==> src/rtl/vector_cum_core.sv <==
// Sequential signed accumulator over a vector of streamed elements, wrapped in
// an ap_start/ap_ready/ap_done/ap_idle handshake with a four-state controller.
module vector_cum_core #(
    parameter int DATA_W = 16,
    parameter int LEN_W  = 8,
    parameter int ACC_W  = 32
) (
    input  logic                     clk,
    input  logic                     rst,
    input  logic                     ap_start,
    output logic                     ap_ready,
    output logic                     ap_done,
    output logic                     ap_idle,
    input  logic [LEN_W-1:0]         vec_len,
    input  logic signed [DATA_W-1:0] in_data,
    input  logic                     in_valid,
    output logic                     in_ready,
    output logic signed [ACC_W-1:0]  ap_return
);

    localparam int EXT_W = (ACC_W > DATA_W) ? ACC_W : DATA_W;

    localparam logic [1:0] S_IDLE  = 2'd0;
    localparam logic [1:0] S_ACCUM = 2'd1;
    localparam logic [1:0] S_ACK   = 2'd2;
    localparam logic [1:0] S_DONE  = 2'd3;

    // Sign-extend to the wider of the two widths first, so a narrow accumulator
    // still sees the element's low bits; the sum wraps modulo 2^ACC_W.
    function automatic logic signed [ACC_W-1:0] add_wrap(
        input logic signed [ACC_W-1:0]  a,
        input logic signed [DATA_W-1:0] d
    );
        logic signed [EXT_W-1:0] d_ext;
        d_ext = EXT_W'(d);
        return a + signed'(d_ext[ACC_W-1:0]);
    endfunction

    logic [1:0]              state;
    logic [LEN_W-1:0]        len_q;
    logic [LEN_W-1:0]        count;
    logic signed [ACC_W-1:0] acc;
    logic                    xfer;
    logic                    last;

    assign ap_idle  = (state == S_IDLE);
    assign in_ready = (state == S_ACCUM);
    assign ap_ready = (state == S_ACK);
    assign ap_done  = (state == S_DONE);

    assign xfer = in_valid && in_ready;
    assign last = (count == len_q - LEN_W'(1));

    always_ff @(posedge clk) begin
        if (rst) begin
            state     <= S_IDLE;
            acc       <= '0;
            count     <= '0;
            len_q     <= '0;
            ap_return <= '0;
        end else begin
            case (state)
                S_IDLE: begin
                    if (ap_start) begin
                        len_q <= vec_len;
                        acc   <= '0;
                        count <= '0;
                        state <= (vec_len == '0) ? S_ACK : S_ACCUM;
                    end
                end
                S_ACCUM: begin
                    if (xfer) begin
                        acc   <= add_wrap(acc, in_data);
                        count <= count + LEN_W'(1);
                        if (last) begin
                            state <= S_ACK;
                        end
                    end
                end
                // Result is captured on the way into DONE so it is valid alongside ap_done.
                S_ACK: begin
                    ap_return <= acc;
                    state     <= S_DONE;
                end
                S_DONE: begin
                    state <= S_IDLE;
                end
                default: begin
                    state <= S_IDLE;
                end
            endcase
        end
    end

endmodule
==> config.mk <==
export PLATFORM = sky130hd
export DESIGN_NAME = vector_cum_core
export DESIGN_NICKNAME = d
export VERILOG_FILES = /design/src/rtl/vector_cum_core.sv
export SDC_FILE = /design/constraint.sdc
export NUM_CORES = 1
export LEC_CHECK = 0
export BUFFER_PORTS_ARGS = -buffer_cell sky130_fd_sc_hd__buf_4
export CELL_PAD_IN_SITES_DETAIL_PLACEMENT = 1
export CELL_PAD_IN_SITES_GLOBAL_PLACEMENT = 1
export CORE_MARGIN = 4
export CORE_UTILIZATION = 45
export CTS_BUF_LIST = sky130_fd_sc_hd__clkbuf_4
export DETAILED_ROUTE_END_ITERATION = 6
export PLACE_DENSITY_LB_ADDON = 0.25
export SETUP_SLACK_MARGIN = 0.1
export SKIP_CTS_REPAIR_TIMING = 1
export SYNTH_ARGS = -nofsm -noshare
export SYNTH_HDL_FRONTEND = slang
export SYNTH_SLANG_ARGS = --single-unit
export TNS_END_PERCENT = 20
==> constraint.sdc <==
create_clock -name clk -period 2.9 [get_ports clk]
set_clock_uncertainty 0.2 [all_clocks]
set_input_delay 0.29 -clock clk [delete_from_list [all_inputs] [get_ports clk]]
set_output_delay 0.29 -clock clk [all_outputs]
set_load 0.01 [all_outputs]
==> impl_metrics.env <==
export IMPL_status="finished with violations"
export IMPL_violations="hold timing"
export IMPL_clock_sinks=82
export IMPL_wl_per_cell_um=19.0
export IMPL_power_total_uw=3880
export IMPL_grt_setup_unrepaired="yes"
export IMPL_syn_avg_cell_area_sq_um=8.45
export IMPL_critPathKind="reg -> reg"
export IMPL_drt_antenna_violating_nets=0
export IMPL_finalCritPeriodShare=0.984
export IMPL_h_tree_depth=3
export IMPL_vias=4667
export IMPL_synth_edff_count=0
export IMPL_fin_nets=733
export IMPL_num_io_pins=64
export IMPL_place_inst=772
export IMPL_min_period_ns=2.85
export IMPL_die_w_um=112
export IMPL_hold_viol=1
export IMPL_cts_tree="built"
export IMPL_cp_slowest_cell="dfxtp_1"
export IMPL_whs_ns=-0.00241
export IMPL_synth_most_common_cell="dfxtp_1"
export IMPL_vias_per_cell=5.78
export IMPL_dieArea_sq_mm=0.0126
export IMPL_worstSetupStartpointType="flip-flop"
export IMPL_grt_pass1_vias=4784
export IMPL_critPathMaxStageDelay_ns=0.46
export IMPL_drt_iter0_markers=221
export IMPL_synth_cell_types=62
export IMPL_clock_path_buffers=2
export IMPL_tightest_slew_ns=0.668
export IMPL_setup_viol=0
export IMPL_path_clk_slew_ns=0.14
export IMPL_drcViolationCount=0
export IMPL_cts_buffers=9
export IMPL_cp_required_ns=3.10
export IMPL_syn_num_nets=645
export IMPL_hpwl_um=10300
export IMPL_diodes=0
export IMPL_ys_seq_area_frac=0.336
export IMPL_grt_usage=0.226
export IMPL_final_cells=808
export IMPL_rows=37
export IMPL_ys_async_sr_fraction=0
export IMPL_worst_ep_arrival_time_ns=3.06
export IMPL_yosysWarnings=0
export IMPL_grt_max_degree=61
export IMPL_antenna_found_initial=0
export IMPL_clockRootBuffer="clkbuf_4"
export IMPL_hold_class="in -> reg"
export IMPL_synth_top_cell_area_share=0.336
export IMPL_vdd_drop_max_uv=299
export IMPL_maxCapViolCount=0
export IMPL_grt_overflow_total=0
export IMPL_netlist_top_cells_count="82 x dfxtp_1, 76 x nor2_1, 46 x a21oi_1, 46 x nand2_1, 37 x ha_1"
export IMPL_start_util=0.467
export IMPL_area_growth_pct=24.3
export IMPL_netlist_instances=579
export IMPL_drv_slew=0
export IMPL_gp_congestion=0.846
export IMPL_yosysTopAreaCell="dfxtp_1"
export IMPL_powerDensity_mw_per_mm2=639
export IMPL_clock_latency_ns=0.47
export IMPL_endpoint_kind="flip-flop"
export IMPL_ys_ff_latch=82
export IMPL_p_leak_uw=0.00257
export IMPL_coreArea_sq_mm=0.0105
export IMPL_drtPass1Iterations=4
export IMPL_crit_path_max_fanout=6
export IMPL_ys_flop_type="dfxtp_1"
export IMPL_grt_pass1_wl_um=23600
export IMPL_maxSlewHeadroom=0.555
export IMPL_syn_area_sq_mm=0.00489
export IMPL_numPortBuffers=63
export IMPL_synth_area_leaders="dfxtp_1 34%, ha_1 9.5%, mux2i_1 6.8%"
export IMPL_wirelength_um=15400
export IMPL_die_h_um=112
export IMPL_fmax_mhz=350
export IMPL_worstPathCellList="inv_1 -> ha_1 -> xor2_1 -> nor3_1 -> a31oi_1 -> a2111oi_1 -> nand4_1 -> a21o_1 -> or2_0 -> a21oi_1"
export IMPL_drive_gt1_frac=0.188
final cells by class:
class	count	area [sq um]
sequential	82	1640
inverter	14	52.6
tap	136	170
fill	1278	4390
timing repair buffer	101	808
multi-input combinational	459	3200
clock inverter	7	131
clock buffer	9	67.6
flip-flops by register name (all words and copies together), names as in the netlist:
name and count:
count 8, acc 32, len_q 8, state 2, ap_return 32
layout by cell type, fill, tap and decap left out, types with 15 or more instances in the layout:
cell type      instances
mux2i_1               33
buf_4                 85
dlygate4sd3_1         15
nand3_1               21
o21ai_0               22
xor2_1                18
nand2_1               46
xnor2_1               23
a21o_1                16
dfxtp_1               80
nor2_1                76
ha_1                  32
a21oi_1               43
through the flow:
step / setup slack [ns] / utilization / instance area [sq um] / TNS [ns] / hold slack [ns]
after detailed placement: -0.0314 / 0.534 / 5590 / -0.0753 / 0.270
after global routing: -0.0846 / 0.581 / 6080 / -0.0864 / 0.0318
after floorplan: 0.280 / - / 4890 / 0 / 0.237
final: 0.0465 / 0.581 / 6080 / 0 / -0.00241
after global placement: 0.0685 / 0.534 / 5590 / 0 / 0.262
after CTS: -0.0510 / 0.553 / 5790 / -0.0515 / -0.138
path summary, 6_finish.rpt:
kind | from | endpoint | slack (ns) | cells past startpoint
min reg2reg | acc[26] | acc[26] | 0.28 | 2
max | len_q[0] | state[0] | 0.05 | 10
max reg2reg | len_q[0] | state[0] | 0.05 | 10
min | ap_start | len_q[5] | -0.002 | 3
critical path: cells and delay by family, from the launching register on:
| kind | cells | cell delay (ns) |
|---|---|---|
| compound gates | 4 | 0.90 |
| simple gates | 3 | 0.68 |
| flops | 1 | 0.46 |
| fa+ha+maj | 1 | 0.27 |
| xor+xnor | 1 | 0.18 |
| buf+inv | 1 | 0.09 |
logic make-up after synthesis:
group           Yosys count  share of synthesized area
compound gates          156                      0.215
xor+xnor                 41                     0.0734
flops                    82                      0.336
buf+inv                  38                     0.0294
mux                      33                     0.0676
fa+ha+maj                38                     0.0988
simple gates            191                      0.180
routing by layer:
layer  up-vias  wire [um]  GRT usage
li1       2249          -          -
met5         -          0          0
met3        22        452     0.0302
met2        79       7850      0.391
met4         0        227     0.0777
met1      2317       6860      0.288
where the power goes:
group          switching, uW  internal (uW)  leakage (uW)
sequential               108           1230      0.000664
clock                    435            515      0.000103
combinational            933            666       0.00180
total                   1480           2410       0.00257
No activity file was read; power rests on OpenSTA's default activity.
